## config.mk

```make
export PLATFORM = sky130hd
export DESIGN_NAME = datapath_regfile
export DESIGN_NICKNAME = d
export VERILOG_FILES = /design/src/rtl/datapath_regfile_pkg.sv /design/src/rtl/datapath_regfile_scoreboard.sv /design/src/rtl/datapath_regfile.sv
export SDC_FILE = /design/constraint.sdc
export NUM_CORES = 1
export LEC_CHECK = 0
export BUFFER_PORTS_ARGS = -buffer_cell sky130_fd_sc_hd__clkbuf_2
export CORE_UTILIZATION = 30
export DETAILED_ROUTE_END_ITERATION = 6
export PLACE_DENSITY_LB_ADDON = 0.05
export SLEW_MARGIN = 20
export SYNTH_ARGS = -nofsm -noshare
export SYNTH_HDL_FRONTEND = slang
export SYNTH_HIERARCHICAL = 1
export SYNTH_SLANG_ARGS = --single-unit
```

## constraint.sdc

```tcl
create_clock -name clk -period 2.5 [get_ports clk]
set_clock_uncertainty 0.15 [all_clocks]
set_input_delay 0.25 -clock clk [delete_from_list [all_inputs] [get_ports clk]]
set_output_delay 0.25 -clock clk [all_outputs]
set_load 0.02 [all_outputs]
```

## src/rtl/datapath_regfile_pkg.sv

```systemverilog
// Shared register-file definitions: sizes, the link register index and the index type.
// Imported by the register file and by its in-flight write scoreboard.
package datapath_regfile_pkg;

    localparam int NUM_REGS   = 8;
    localparam int REG_ADDR_W = $clog2(NUM_REGS);
    localparam int SB_CNT_W   = 2;

    typedef logic [REG_ADDR_W-1:0] reg_idx_t;

    localparam reg_idx_t REG_LINK = 3'd7;

    localparam logic [SB_CNT_W-1:0] SB_CNT_MAX = {SB_CNT_W{1'b1}};

endpackage

```

## src/rtl/datapath_regfile_scoreboard.sv

```systemverilog
// In-flight write scoreboard: per-register outstanding-write counters, hazard stall
// for decode, and a sticky error flag for retires that find no reservation.
module datapath_regfile_scoreboard
    import datapath_regfile_pkg::*;
(
    input  logic     clk,
    input  logic     reset,
    input  logic     retire_valid,
    input  reg_idx_t retire_reg,
    input  reg_idx_t rd_addr1,
    input  reg_idx_t rd_addr2,
    input  logic     issue_valid,
    input  logic     issue_src1,
    input  logic     issue_src2,
    input  logic     issue_writes,
    input  reg_idx_t issue_dst,
    output logic     stall,
    output logic     sb_err
);

    logic [SB_CNT_W-1:0] cnt [NUM_REGS];
    logic [NUM_REGS-1:0] fire_hit;
    logic [NUM_REGS-1:0] ret_hit;
    logic [NUM_REGS-1:0] pend;
    logic                fire;
    logic                full;
    logic                err_now;

    // A same-cycle retire is subtracted before testing, so it releases the hazard at once.
    always_comb begin
        for (int r = 0; r < NUM_REGS; r++) begin
            ret_hit[r] = retire_valid && (retire_reg == reg_idx_t'(r));
            pend[r]    = (cnt[r] - {{(SB_CNT_W-1){1'b0}}, ret_hit[r]}) != '0;
        end
    end

    always_comb begin
        full  = issue_writes && (cnt[issue_dst] == SB_CNT_MAX) && !ret_hit[issue_dst];
        stall = issue_valid && ((issue_src1 && pend[rd_addr1]) ||
                                (issue_src2 && pend[rd_addr2]) || full);
        fire  = issue_valid && !stall && issue_writes;
        err_now = 1'b0;
        for (int r = 0; r < NUM_REGS; r++) begin
            fire_hit[r] = fire && (issue_dst == reg_idx_t'(r));
            if (ret_hit[r] && !fire_hit[r] && (cnt[r] == '0))
                err_now = 1'b1;
        end
    end

    always_ff @(posedge clk or negedge reset) begin
        if (!reset) begin
            for (int r = 0; r < NUM_REGS; r++)
                cnt[r] <= '0;
            sb_err <= 1'b0;
        end else begin
            for (int r = 0; r < NUM_REGS; r++) begin
                if (fire_hit[r] && !ret_hit[r])
                    cnt[r] <= cnt[r] + 1'b1;
                else if (ret_hit[r] && !fire_hit[r] && (cnt[r] != '0))
                    cnt[r] <= cnt[r] - 1'b1;
            end
            if (err_now)
                sb_err <= 1'b1;
        end
    end

endmodule

```

## src/rtl/datapath_regfile.sv

```systemverilog
// Architectural register file with write-before-read bypass on both decode read ports,
// wrapped around the in-flight write scoreboard that produces the decode hazard stall.
module datapath_regfile
    import datapath_regfile_pkg::*;
#(
    parameter int DATA_W = 16
) (
    input  logic              clk,
    input  logic              reset,
    input  logic              RFWrite,
    input  logic [DATA_W-1:0] dataw,
    input  reg_idx_t          regw,
    input  logic              retire_valid,
    input  reg_idx_t          retire_reg,
    input  reg_idx_t          rd_addr1,
    input  reg_idx_t          rd_addr2,
    output logic [DATA_W-1:0] rd_data1,
    output logic [DATA_W-1:0] rd_data2,
    input  logic              issue_valid,
    input  logic              issue_src1,
    input  logic              issue_src2,
    input  logic              issue_writes,
    input  reg_idx_t          issue_dst,
    output logic              stall,
    output logic              sb_err
);

    logic [DATA_W-1:0] regs [NUM_REGS];

    always_ff @(posedge clk or negedge reset) begin
        if (!reset) begin
            for (int r = 0; r < NUM_REGS; r++)
                regs[r] <= '0;
        end else if (RFWrite) begin
            regs[regw] <= dataw;
        end
    end

    // Writeback data is forwarded so decode sees the value being written this cycle.
    always_comb begin
        rd_data1 = (RFWrite && (regw == rd_addr1)) ? dataw : regs[rd_addr1];
        rd_data2 = (RFWrite && (regw == rd_addr2)) ? dataw : regs[rd_addr2];
    end

    datapath_regfile_scoreboard u_scoreboard (
        .clk          (clk),
        .reset        (reset),
        .retire_valid (retire_valid),
        .retire_reg   (retire_reg),
        .rd_addr1     (rd_addr1),
        .rd_addr2     (rd_addr2),
        .issue_valid  (issue_valid),
        .issue_src1   (issue_src1),
        .issue_src2   (issue_src2),
        .issue_writes (issue_writes),
        .issue_dst    (issue_dst),
        .stall        (stall),
        .sb_err       (sb_err)
    );

endmodule
```

# Yosys cells after proc, flatten, opt, wreduce, memory -nomap -nowiden
# Cells that the tools add are included.
[word_totals]
word_cells = 226
reg_bits = 145
inputBits = 39
out_inout_bits = 34
[op_classes]
n_mux = 44
n_reduce_logical = 112
bitwise = 4
add_sub_neg = 24
magnitude_cmp = 8
n_eq_ne = 17
[ops]
columns = ["op", "count"]
rows = [
  ["$bwmux 128", 1],
  ["$mux 16", 7],
  ["$bmux 16 s3", 2],
  ["$logic_and 1x1->1", 58],
  ["$demux 16 s3", 1],
  ["$reduce_bool 2->1", 24],
  ["$mux 2", 18],
  ["$eq 3x3->1 const B", 8],
  ["$logic_not 1->1", 18],
  ["$add 2x1->2 const B", 8],
  ["$ge 4x4->1 const B", 4],
  ["$logic_not 2->1", 8],
  ["$not 3->4", 4],
  ["$sub 2x1->2", 8],
  ["$sub 2x1->2 const B", 8],
  ["$eq 3x2->1 const B", 4],
  ["$lt 3x4->1 const B", 3],
  ["$mux 1", 11],
  ["$bmux 1 s3", 3],
  ["$bmux 2 s3", 1],
  ["$eq 3x1->1 const B", 2],
  ["$eq 3x3->1", 2],
  ["$logic_not 3->1", 2],
  ["$lt 4x1->1 const B", 1],
  ["other kinds (2)", 3],
]

# Depth between registers and ports, before layout
# Gate-level depths: netlist of run 1.
[depth]
depth_word = 25
mapped_depth = 12
depth_no_buf = 9

# Cells and area by module
# Netlist of run 1, hierarchy kept.
[modules_own_cells]
columns = ["module", "instances", "area_per_inst_um2", "cells_per_inst", "seq_area_each_um2"]
rows = [
  ["datapath_regfile", 1, 7508.5, 452, 3203.1],
  ["datapath_regfile_scoreboard", 1, 1554.0, 195, 425.4],
]

# Worst setup path after synthesis of run 1
# OpenSTA, ideal clock, no wires.
[synth_timing]
path_type = "input to register"
startpoint = "input port retire_reg[1]"
endpoint = "register u_scoreboard/cnt[4] in the netlist's numbering"
arrival_time_ns = 2.688
setup_time_ns = 0.079
path_buffers = 2
path_slack_ns = -0.417
required_time_ns = 2.271
cell_stages = 11
path_cell_list = "buf_2 > nor4b_1 > xor2_1 > nor3_1 > a211oi_1 > nor4_1 > o311ai_1 > or4_1 > buf_2 > mux2_1 > mux2i_1"
[synth_between]
elab_chain_len = 18
elab_cells_between_ends = 56
classes_between = "add/sub: 8; eq/ne: 7; mux: 7; reduce/logical: 34"
[synth_rtl]
columns = ["item", "line_no", "rtl"]
rows = [
  ["from (decl)", "datapath_regfile.sv:14", "input reg_idx_t retire_reg,"],
  ["$eq 3x1->1, or another cell as far along", "datapath_regfile_scoreboard.sv:32", "ret_hit[r] = retire_valid && (retire_reg == reg_idx_t'(r));"],
  ["$logic_and 1x1->1", "datapath_regfile_scoreboard.sv:32", ""],
  ["$sub 2x1->2", "datapath_regfile_scoreboard.sv:33", "pend[r] = (cnt[r] - {{(SB_CNT_W-1){1'b0}}, ret_hit[r]}) != '0;"],
  ["$reduce_bool 2->1", "datapath_regfile_scoreboard.sv:33", ""],
  ["$bmux 1 s3 (on tied branches)", "datapath_regfile_scoreboard.sv:39, datapath_regfile_scoreboard.sv:40", ""],
  ["$mux 1 (on tied branches)", "datapath_regfile_scoreboard.sv:39, datapath_regfile_scoreboard.sv:40", ""],
  ["$logic_and 1x1->1 (on tied branches)", "datapath_regfile_scoreboard.sv:39, datapath_regfile_scoreboard.sv:40", ""],
  ["$logic_or 1x1->1", "datapath_regfile_scoreboard.sv:39", "stall = issue_valid && ((issue_src1 && pend[rd_addr1]) ||"],
  ["$logic_or 1x1->1", "datapath_regfile_scoreboard.sv:40", "(issue_src2 && pend[rd_addr2]) || full);"],
  ["$logic_and 1x1->1", "datapath_regfile_scoreboard.sv:39", ""],
  ["$logic_not 1->1", "datapath_regfile_scoreboard.sv:41", "fire = issue_valid && !stall && issue_writes;"],
  ["$logic_and 1x1->1 (2 in a row)", "datapath_regfile_scoreboard.sv:41", ""],
  ["$logic_and 1x1->1", "datapath_regfile_scoreboard.sv:44", "fire_hit[r] = fire && (issue_dst == reg_idx_t'(r));"],
  ["$logic_not 1->1", "datapath_regfile_scoreboard.sv:59", "else if (ret_hit[r] && !fire_hit[r] && (cnt[r] != '0))"],
  ["$logic_and 1x1->1 (2 in a row)", "datapath_regfile_scoreboard.sv:59", ""],
  ["$reduce_bool 2->1 (no line)", "--", ""],
  ["to (signal, indexed assignment)", "datapath_regfile_scoreboard.sv:58", "cnt[r] <= cnt[r] + 1'b1;"],
  ["to (signal, indexed assignment)", "datapath_regfile_scoreboard.sv:60", "cnt[r] <= cnt[r] - 1'b1;"],
  ["to (decl)", "datapath_regfile_scoreboard.sv:21", "logic [SB_CNT_W-1:0] cnt [NUM_REGS];"],
]
# Several ways; a longest one is shown, not always the timed one. The select of a mux whose other input is x is not followed.
# A chain may end at the register's enable or synchronous reset.

# Final worst setup path of run 1
[layout_timing]
startpoint = "register u_scoreboard/cnt[7] in the netlist's numbering"
endpoint = "register u_scoreboard/cnt[14] in the netlist's numbering"
[layout_between]
elab_chain_len = 16
elab_cells_between_ends = 27
classes_between = "add/sub: 1; eq/ne: 1; mux: 8; reduce/logical: 17"
[layout_rtl]
columns = ["item", "line_no"]
rows = [
  ["$sub 2x1->2 or $bmux 2 s3 (tied branches)", "datapath_regfile_scoreboard.sv:33, datapath_regfile_scoreboard.sv:38"],
  ["$reduce_bool 2->1 or $mux 2 (tied branches)", "datapath_regfile_scoreboard.sv:33, datapath_regfile_scoreboard.sv:38"],
  ["$bmux 1 s3, or another cell as far along", "datapath_regfile_scoreboard.sv:39"],
  ["$mux 1 (not written as such), or another cell as far along", "datapath_regfile_scoreboard.sv:39"],
  ["$logic_and 1x1->1 (on tied branches)", "datapath_regfile_scoreboard.sv:39, datapath_regfile_scoreboard.sv:38, datapath_regfile_scoreboard.sv:40"],
  ["$logic_or 1x1->1 or $logic_and 1x1->1 (tied branches)", "datapath_regfile_scoreboard.sv:39, datapath_regfile_scoreboard.sv:38"],
  ["$logic_or 1x1->1 *", "datapath_regfile_scoreboard.sv:40"],
  ["$logic_and 1x1->1 *", "datapath_regfile_scoreboard.sv:39"],
  ["$logic_not 1->1 *", "datapath_regfile_scoreboard.sv:41"],
  ["$logic_and 1x1->1 * (2 in a row)", "datapath_regfile_scoreboard.sv:41"],
  ["$logic_and 1x1->1 *", "datapath_regfile_scoreboard.sv:44"],
  ["$logic_not 1->1", "datapath_regfile_scoreboard.sv:59"],
  ["$logic_and 1x1->1 (2 in a row)", "datapath_regfile_scoreboard.sv:59"],
  ["$reduce_bool 2->1 (no line)", "--"],
]
# Every way passes the cells marked *; elsewhere a longest branch is shown, timed or not. The select of a mux whose other input is x is not followed.

==> results_dict.tcl, run 1 <==
set metrics [dict create \
    ys_ff_latch 145 \
    cpMaxStageDelayCell "dfrtp_1" \
    grt_use_total_pct 17.3 \
    avgSynthCellArea_um2 14.0 \
    num-nets-final 818 \
    p_per_area_nw_per_um2 769 \
    critical_path_buf_inv_count 3 \
    routedWlPerCell_um 21.9 \
    first_iter_violations 332 \
    ff2ff_path_depth 12 \
    yosysWarnings 6 \
    r2r-end "u_scoreboard/cnt[14]" \
    grt.overflow.total 0 \
    hold_class "in -> reg" \
    dpl.hpwl_um 17500 \
    ys_seq_area_share_pct 40.0 \
    critPathMaxFanout 5 \
    rows 63 \
    area_delta_synth_final_pct 25.9 \
    die_w_um 176 \
    post-route-min-period_ns 2.68 \
    synthDominantCellAreaShare_pct 40.0 \
    gr-max-usage-layer "met2" \
    layout_commonest_cell "mux2_2" \
    synthTopCellsByArea "dfrtp_1 40%, mux2_2 23%, mux4_1 17%" \
    drtAntennaViolNets 0 \
    num_io_pins 73 \
    met2_usage_pct 28.2 \
    core_um2 29700 \
    netlist_area_um2 9060 \
    worstHoldStart "dataw[12]" \
    status "complete, but fails checks" \
    finalHoldViolations 0 \
    crit_path_start_kind "flop" \
    max-cap-violations 0 \
    netlist_instances 647 \
    min_to "regs[44]" \
    met3_usage_pct 4.11 \
    cts_tree "yes" \
    synth_area_leader_cell "dfrtp_1" \
    rsz0062_at_grt "yes" \
    ys.flop_type "dfrtp_1" \
    fin_crit_sh_pct 107 \
    root_buffer "clkbuf_16" \
    p_leak_nw 4.83 \
    die_area_um2 30900 \
    drt-total-wl_um 25900 \
    hold_depth 2 \
    cts.sinks 145 \
    ff2ff_setup_slack_ns -0.18 \
    insertion_delay_ns 0.42 \
    multi_input_area_um2 5260 \
    initial_utilization_pct 30.5 \
    ir_drop_uv 501 \
    path_class "reg -> reg" \
    syn_nets 686 \
    cp_cell_sequence "nor2b_1, mux2i_1, nor2_1, a211oi_2, nor4_2, o311ai_2, clkbuf_16, buf_12, buf_8, o31a_1, a211oi_2, nor2_1" \
    drc 0 \
    final_cell_mix "181 x mux2_2, 143 x dfrtp_1, 81 x buf_4, 58 x clkbuf_2, 38 x mux4_1" \
    grt_max_degree 69 \
    violations "setup timing" \
    drive_gt1_share_pct 59.6 \
    fmax_mhz 373 \
    first_pass_iters 4 \
    max_slew_margin_pct 62.1 \
    grt_pass1_vias 6626 \
    cp_top_family "compound AO/OA/AOI/OAI gates" \
    reg2reg_from "u_scoreboard/cnt[7]" \
    diodes 0 \
    postLayoutSetupSlackWorst_ns -0.183 \
    synth_edf_count 0 \
    seqCellArea_um2 3630 \
    tns_ns -1.19 \
    fill_cells 2828 \
    vias 6200 \
    vias_per_cell 5.25 \
    worstSetupEndpointType "flop" \
    grt_pass1_wl_um 39600 \
    numCtsBuffers 17 \
    crit_required_ns 2.66 \
    worst_ep_arrival_time_ns 2.84 \
    ys_async_sr_fraction_pct 100 \
    fin_util_pct 38.4 \
    slew_violations 0 \
    routabilityCongestion 0.809 \
    grt_util_met1_pct 23.1 \
    htreeDepth 4 \
    cp_slowest_stage_delay_ns 0.41 \
    setup_viol 12 \
    clk_path_buf_depth 2 \
    die_h_um 176 \
    yosys.cell_types.count 54 \
    antenna_found_initial 0 \
    tightest_slew_ns 0.568 \
    port-buffer-count 72 \
    clkTransAtPathRegs_ns 0.06 \
]
## metal layers
metal	vias up	part of all wire, %
li1	2797	-
met1	3258	47
met2	124	48
met3	21	3.6
met4	0	1.5
met5	-	0
## synth_stat cells (8+ instances only)
master	number
a211oi_1	8
buf_1	16
buf_2	21
buf_6	9
clkbuf_1	14
dfrtp_1	145
inv_1	8
mux2_2	182
mux2_4	11
mux4_1	60
nand2_1	15
nor2_1	20
o21ai_0	16
xnor2_1	9
## report_power, final
part	total [mW]	switching, mW	internal (mW)
registers	3.27	0.386	2.88
logic	2.76	1.17	1.60
clock network	2.74	1.04	1.70
total	8.78	2.59	6.18
## flip-flops by register name (all words and copies together) (netlist names)
signal / flops
u_scoreboard/cnt: 16
regs: 128
u_scoreboard/sb_err: 1
## layout make-up
class | count | share of cell area [%]
multi-input combinational | 430 | 46.1
sequential | 145 | 31.8
timing repair buffer | 177 | 12.0
tap | 390 | 4.28
clock buffer | 20 | 3.91
clock inverter | 12 | 1.59
inverter | 8 | 0.263
## stage by stage
step	hold WS [ns]	instances	power, mW	setup slack [ns]	cell area, µm²
3_5_place_dp	0.0859	1139	5.89	-0.535	10500
3_3_place_gp	0.0784	1139	5.81	-0.497	10500
2_1_floorplan	-0.196	647	4.98	-0.149	9130
5_1_grt	0.0478	1182	9.25	-0.321	11400
4_1_cts	0.0288	1177	8.77	-0.246	11300
6_report	0.0593	1182	8.78	-0.183	11400
## cell families (layout without fill, tap and decap cells)
family	Yosys count	in the layout	share of synthesized area [%]
xor gates and xnor gates	15	15	1.45
and+or+nand+nor	93	93	6.10
DFF	145	145	40.0
muxes	263	263	43.5
AOI/OAI and AO/OA	59	59	4.72
buffers and inverters	72	217	4.18
## timing repair
action	CTS	global route
endpoints found under the hold margin	47	0
setup endpoints to repair	16	35
setup buffers	5	5
pin swaps	10	7
resized for setup	29	72
hold buffers	1	0
## worst max-delay path by stage
stage                        startpoint              endpoint  depth (start not counted)
floorplan                 retire_reg[2]   u_scoreboard/cnt[4]                         11
global placement          retire_reg[0]   u_scoreboard/sb_err                         11
detailed placement        retire_reg[0]   u_scoreboard/sb_err                         11
CTS                 u_scoreboard/cnt[7]                 stall                          9
global route        u_scoreboard/cnt[7]                 stall                          9
finish              u_scoreboard/cnt[7]  u_scoreboard/cnt[14]                         12
(Power assumes the default switching activity.)
==> run 2, diff against run 1 <==
--- a/config.mk
+++ b/config.mk
@@ -9,6 +9,7 @@
 export CORE_UTILIZATION = 30
 export DETAILED_ROUTE_END_ITERATION = 6
 export PLACE_DENSITY_LB_ADDON = 0.05
+export SETUP_SLACK_MARGIN = 0.4
 export SLEW_MARGIN = 20
 export SYNTH_ARGS = -nofsm -noshare
 export SYNTH_HDL_FRONTEND = slang
==> constraint.sdc (replaced) <==
create_clock -name clk -period 2.5 [get_ports clk]
set_clock_uncertainty 0.15 [all_clocks]
set_input_delay 0.375 -clock clk [delete_from_list [all_inputs] [get_ports clk]]
set_output_delay 0.375 -clock clk [all_outputs]
set_load 0.02 [all_outputs]
==> run 2 against run 1 <==
Effect of this change: the run still ends with setup timing left; largest power group is now combinational cells; sequential cell count stayed put; register-to-register slack worse by 0.11 ns; clock-buffer cell count fell by 1; clock power fell by 9.1%; sequential share of layout area down 1.6 points; sequential power is essentially flat; first-iteration DRC count decreased by 27%; critical path depth unchanged; cell count increased by 2.1%; cell area grew 5.3%; worst setup slack got worse by 0.11 ns; via count increased by 0.24%.
==> results_dict.tcl, run 2 (same netlist as run 1, synthesis figures left out) <==
set metrics [dict create \
    largest_reg_flops 128 \
    die_w_um 176 \
    drive_gt1_share_pct 64.9 \
    num-nets-final 844 \
    vias 6215 \
    num_io_pins 73 \
    dpl.hpwl_um 17500 \
    max-cap-violations 0 \
    die_area_um2 30900 \
    crit_path_start_kind "input pin" \
    antenna_found_initial 1 \
    worstSetupEndpointType "primary output" \
    ff2ff_path_depth 13 \
    area_delta_synth_final_pct 32.6 \
    p_comb_share_pct 36.5 \
    r2r-end "u_scoreboard/sb_err" \
    ff2ff_setup_slack_ns -0.29 \
    cts.sinks 145 \
    first_pass_iters 5 \
    crit_required_ns 1.98 \
    reg_top3 "regs: 128 flops, u_scoreboard/cnt: 16 flops, u_scoreboard/sb_err: 1 flops" \
    cts_tree "yes" \
    stdcell_area_um2 12000 \
    final_cell_mix "144 x dfrtp_1, 134 x mux2_2, 92 x buf_4, 64 x mux4_2, 60 x mux2_4" \
    tightest_slew_ns 0.383 \
    p_sw_share_pct 30.1 \
    finalHoldViolations 0 \
    post-route-min-period_ns 2.80 \
    path_class "in -> out" \
    p_leak_nw 5.14 \
    insertion_delay_ns 0.42 \
    htreeDepth 4 \
    critPathMostFrequentCell "buf_4" \
    rsz0062_at_grt "yes" \
    cp_slowest_stage_delay_ns 0.27 \
    slew_violations 0 \
    clkTransAtPathRegs_ns 0.07 \
    reg2reg_from "u_scoreboard/cnt[6]" \
    postLayoutSetupSlackWorst_ns -0.297 \
    die_h_um 176 \
    cpMaxStageDelayCell "nor4_1" \
    cp_top_family "buffers and inverters" \
    grt_max_degree 59 \
    grt.overflow.total 0 \
    drt-total-wl_um 27300 \
    setup_viol 20 \
    p_int_mw 6.36 \
    max_slew_margin_pct 74.4 \
    hold_depth 2 \
    critical_path_buf_inv_count 5 \
    violations "setup timing" \
    routabilityCongestion 0.811 \
    numCtsBuffers 17 \
    worst_ep_arrival_time_ns 2.27 \
    drtAntennaViolNets 0 \
    hold_class "in -> reg" \
    initial_utilization_pct 30.5 \
    cp.depth 12 \
    port-buffer-count 72 \
    p_switching_mw 2.74 \
    power.share.sequential_pct 36.1 \
    grt_pass1_wl_um 42200 \
    p_clk_share_pct 27.4 \
    status "complete, but fails checks" \
    rows 63 \
    p_total_mw 9.10 \
    vias_per_cell 5.15 \
    crit_end "stall" \
    routedWlPerCell_um 22.6 \
    grt_pass1_vias 6748 \
    dpl_cell_area_um2 10700 \
    first_iter_violations 242 \
    root_buffer "clkbuf_16" \
    core_um2 29700 \
    crit_start "retire_reg[2]" \
    layout_commonest_cell "dfrtp_1" \
    fmax_mhz 358 \
    fin_crit_sh_pct 112 \
    clk_path_buf_depth 2 \
    regMostFlops "regs" \
    critPathMaxFanout 7 \
    ir_drop_uv 375 \
    drc 0 \
    diodes 0 \
    cp_cell_sequence "clkbuf_2, buf_4, nand4_1, xnor2_1, nor2_1, a211oi_1, nor4_1, buf_4, o311ai_4, buf_6, o21a_1, clkbuf_8" \
    p_per_area_nw_per_um2 758 \
    grt_use_total_pct 18.5 \
]
-- run 2: cell types whose count changed in the layout (fill, tap and decap cells not counted), moves of 17 or more --
cell / before / now
buf_6: 11 / 34
mux2_2: 181 / 134
mux4_2: 26 / 64
buf_8: 1 / 18
clkbuf_2: 58 / 35
mux4_1: 38 / 0
mux2_4: 13 / 60
-- run 2: what timing repair did --
item / CTS / global route
setup buffers: 11 / 10
pin swaps: 19 / 14
resized for setup: 106 / 112
hold endpoints to repair: 29 / 0
gates cloned: 5 / 0
hold buffers: 1 / 0
endpoints found under the setup margin: 50 / 50
-- run 2: final cells by class --
cell class | instances | area [µm²]
clock buffers | 19 | 443
clock inverters | 12 | 123
fillers | 2824 | 17700
inverters | 8 | 30.0
multi-input cells | 430 | 5280
flip-flops and latches | 145 | 3630
well taps | 390 | 488
repair buffers | 203 | 2020
-- run 2: how the worst min path moves through the flow --
stage | slack, ns | end | startpoint
floorplan | -0.07 | regs[0] | reset
global placement | 0.15 | regs[50] | reset
detailed placement | 0.15 | regs[50] | reset
CTS | 0.17 | regs[121] | dataw[9]
global route | 0.20 | regs[57] | dataw[9]
finish | 0.18 | regs[121] | dataw[9]
-- run 2: per-layer routing --
metal | GRT usage [%] | wire, µm | vias up
li1 | - | - | 2794
met1 | 25.7 | 13000 | 3304
met2 | 30.5 | 13200 | 95
met3 | 2.53 | 875 | 20
met4 | 4.24 | 263 | 2
met5 | 0 | 17 | -
-- run 2: worst register-to-register path: cells and delay by family, from the launching register on --
kind	cells	cell delay, ns
compound gates	4	0.74
simple gates	4	0.69
flops	1	0.41
buf+inv	4	0.59
mux	1	0.09
-- run 2: power by group through the flow --
stage	Sequential, mW	Clock [mW]	Combinational, mW
2_1_floorplan	3.19	0	1.94
3_3_place_gp	3.25	0	2.73
3_5_place_dp	3.29	0	2.78
4_1_cts	3.27	2.57	3.09
5_1_grt	3.37	2.68	3.56
6_report	3.29	2.49	3.32
-- run 2: stage by stage --
stage	TNS [ns]	util, %	cells	hold WS (ns)	setup WS [ns]
after floorplan	-1.93	-	647	-0.0706	-0.274
after CTS	-3.35	39.6	1197	0.168	-0.309
after detailed placement	-12.62	36.1	1149	0.147	-0.636
after global routing	-6.39	40.4	1207	0.198	-0.423
final	-2.80	40.4	1207	0.180	-0.297
after global placement	-12.82	36.1	1149	0.146	-0.620
==> run 3, diff against run 2 <==
--- a/config.mk
+++ b/config.mk
@@ -10,6 +10,7 @@
 export DETAILED_ROUTE_END_ITERATION = 6
 export PLACE_DENSITY_LB_ADDON = 0.05
 export SETUP_SLACK_MARGIN = 0.4
+export SKIP_CTS_REPAIR_TIMING = 1
 export SLEW_MARGIN = 20
 export SYNTH_ARGS = -nofsm -noshare
 export SYNTH_HDL_FRONTEND = slang
==> constraint.sdc (replaced) <==
create_clock -name clk -period 2.5 [get_ports clk]
set_clock_uncertainty 0.15 [all_clocks]
set_input_delay 0.25 -clock clk [delete_from_list [all_inputs] [get_ports clk]]
set_output_delay 0.25 -clock clk [all_outputs]
set_load 0.02 [all_outputs]
==> run 3 against run 2 <==
Effect of this change: the run still ends with setup timing left; sequential power about the same; hold slack got worse by 0.12 ns; sequential cell count unchanged.
==> results_dict.tcl, run 3 (same netlist as run 1, synthesis figures left out) <==
set metrics [dict create \
    status "complete, but fails checks" \
    violations "setup timing" \
    max_slew_margin_pct 60.8 \
    rows 63 \
    hold_class "in -> reg" \
    antenna_found_initial 1 \
    drt-total-wl_um 27400 \
    htreeDepth 4 \
    post-route-min-period_ns 2.88 \
    tightest_slew_ns 0.588 \
    drc 0 \
    grt_use_total_pct 17.8 \
    rsz0062_at_grt "yes" \
    diodes 0 \
    grt_pass1_wl_um 40600 \
    die_h_um 176 \
    largest_reg_flops 128 \
    drive_gt1_share_pct 65.4 \
    layout_commonest_cell "mux2_2" \
    grt.overflow.total 0 \
    path_class "reg -> out" \
    crit_required_ns 2.10 \
    critPathMaxFanout 5 \
    vias_per_cell 5.27 \
    core_um2 29700 \
    numCtsBuffers 17 \
    num_io_pins 73 \
    clk_path_buf_depth 2 \
    p_leak_nw 4.94 \
    num-nets-final 841 \
    fmax_mhz 347 \
    postLayoutSetupSlackWorst_ns -0.379 \
    routabilityCongestion 0.827 \
    insertion_delay_ns 0.43 \
    cts.sinks 145 \
    cts_tree "yes" \
    dpl.hpwl_um 18400 \
    max-cap-violations 0 \
    drtAntennaViolNets 0 \
    setup_viol 15 \
    slew_violations 0 \
    initial_utilization_pct 30.5 \
    worstSetupEndpointType "primary output" \
    fill_cells 2854 \
    clkTransAtPathRegs_ns 0.07 \
    final_cell_mix "146 x mux2_2, 142 x dfrtp_1, 113 x buf_4, 62 x mux4_2, 48 x mux2_4" \
    crit_path_start_kind "flop" \
    worst_ep_arrival_time_ns 2.48 \
    vias 6356 \
    first_iter_violations 331 \
    p_per_area_nw_per_um2 774 \
    dp_slack_ns -0.510 \
    finalHoldViolations 0 \
    regMostFlops "regs" \
    ir_drop_uv 440 \
    fin_crit_sh_pct 115 \
    area_delta_synth_final_pct 28.8 \
    fin_util_pct 39.3 \
    grt_pass1_vias 6570 \
    port-buffer-count 72 \
    root_buffer "clkbuf_16" \
    die_w_um 176 \
    routedWlPerCell_um 22.7 \
    reg_top3 "regs: 128 flops, u_scoreboard/cnt: 16 flops, u_scoreboard/sb_err: 1 flops" \
    grt_max_degree 57 \
    die_area_um2 30900 \
    first_pass_iters 5 \
]
-- run 3: per-stage QoR --
| step | setup TNS [ns] | total power, mW | cell area [µm²] | hold WS, ns | instances |
|---|---|---|---|---|---|
| after floorplan | -0.458 | 5.00 | 9210 | -0.196 | 647 |
| after global placement | -6.60 | 5.86 | 10600 | 0.103 | 1146 |
| after detailed placement | -6.56 | 5.94 | 10600 | 0.117 | 1146 |
| after CTS | -4.13 | 8.59 | 11200 | -0.354 | 1178 |
| after global routing | -5.07 | 9.52 | 11700 | 0.0604 | 1205 |
| final | -2.49 | 9.03 | 11700 | 0.0589 | 1205 |
-- run 3: worst paths after layout --
path / from / endpoint / slack, ns / cells past startpoint
setup / recovery: u_scoreboard/cnt[12] / stall / -0.38 / 11
hold / removal: dataw[15] / regs[79] / 0.06 / 2
setup reg to reg: u_scoreboard/cnt[12] / u_scoreboard/sb_err / -0.31 / 13
hold reg to reg: regs[10] / regs[10] / 0.37 / 1
max in group asynchronous: reset / regs[80] / 1.14 / 3
min in group asynchronous: reset / u_scoreboard/cnt[12] / 0.21 / 2
-- run 3: metal layers --
layer	vias to the layer above	wire, µm	global-route usage [%]
li1	2794	-	-
met1	3407	12600	23.7
met2	137	13700	30.1
met3	18	877	3.12
met4	0	291	4.20
met5	-	0	0
-- run 3: power breakdown --
part	total (mW)	switching [mW]	internal [mW]
Clock	2.59	1.08	1.51
Sequential	3.30	0.413	2.88
Combinational	3.14	1.24	1.90
Total	9.03	2.74	6.29
-- run 3: area by class of cell --
type / count / area (µm²) / area share, %
Tap cell: 390 / 488 / 4.18
Sequential cell: 145 / 3630 / 31.1
Clock inverter: 14 / 154 / 1.32
Inverter: 8 / 30.0 / 0.257
Timing Repair Buffer: 200 / 1660 / 14.2
Multi-Input combinational cell: 430 / 5270 / 45.2
Clock buffer: 18 / 439 / 3.76
-- run 3: worst max-delay path: stages (launching register included) --
cell and delay (ns):
dfrtp_1 0.42, nor2b_4 0.20, mux2i_4 0.09, o22ai_2 0.18
nor3_2 0.05, nor4_1 0.23, buf_4 0.16, o311ai_4 0.12
buf_6 0.17, buf_12 0.12, o21a_1 0.19, buf_6 0.13
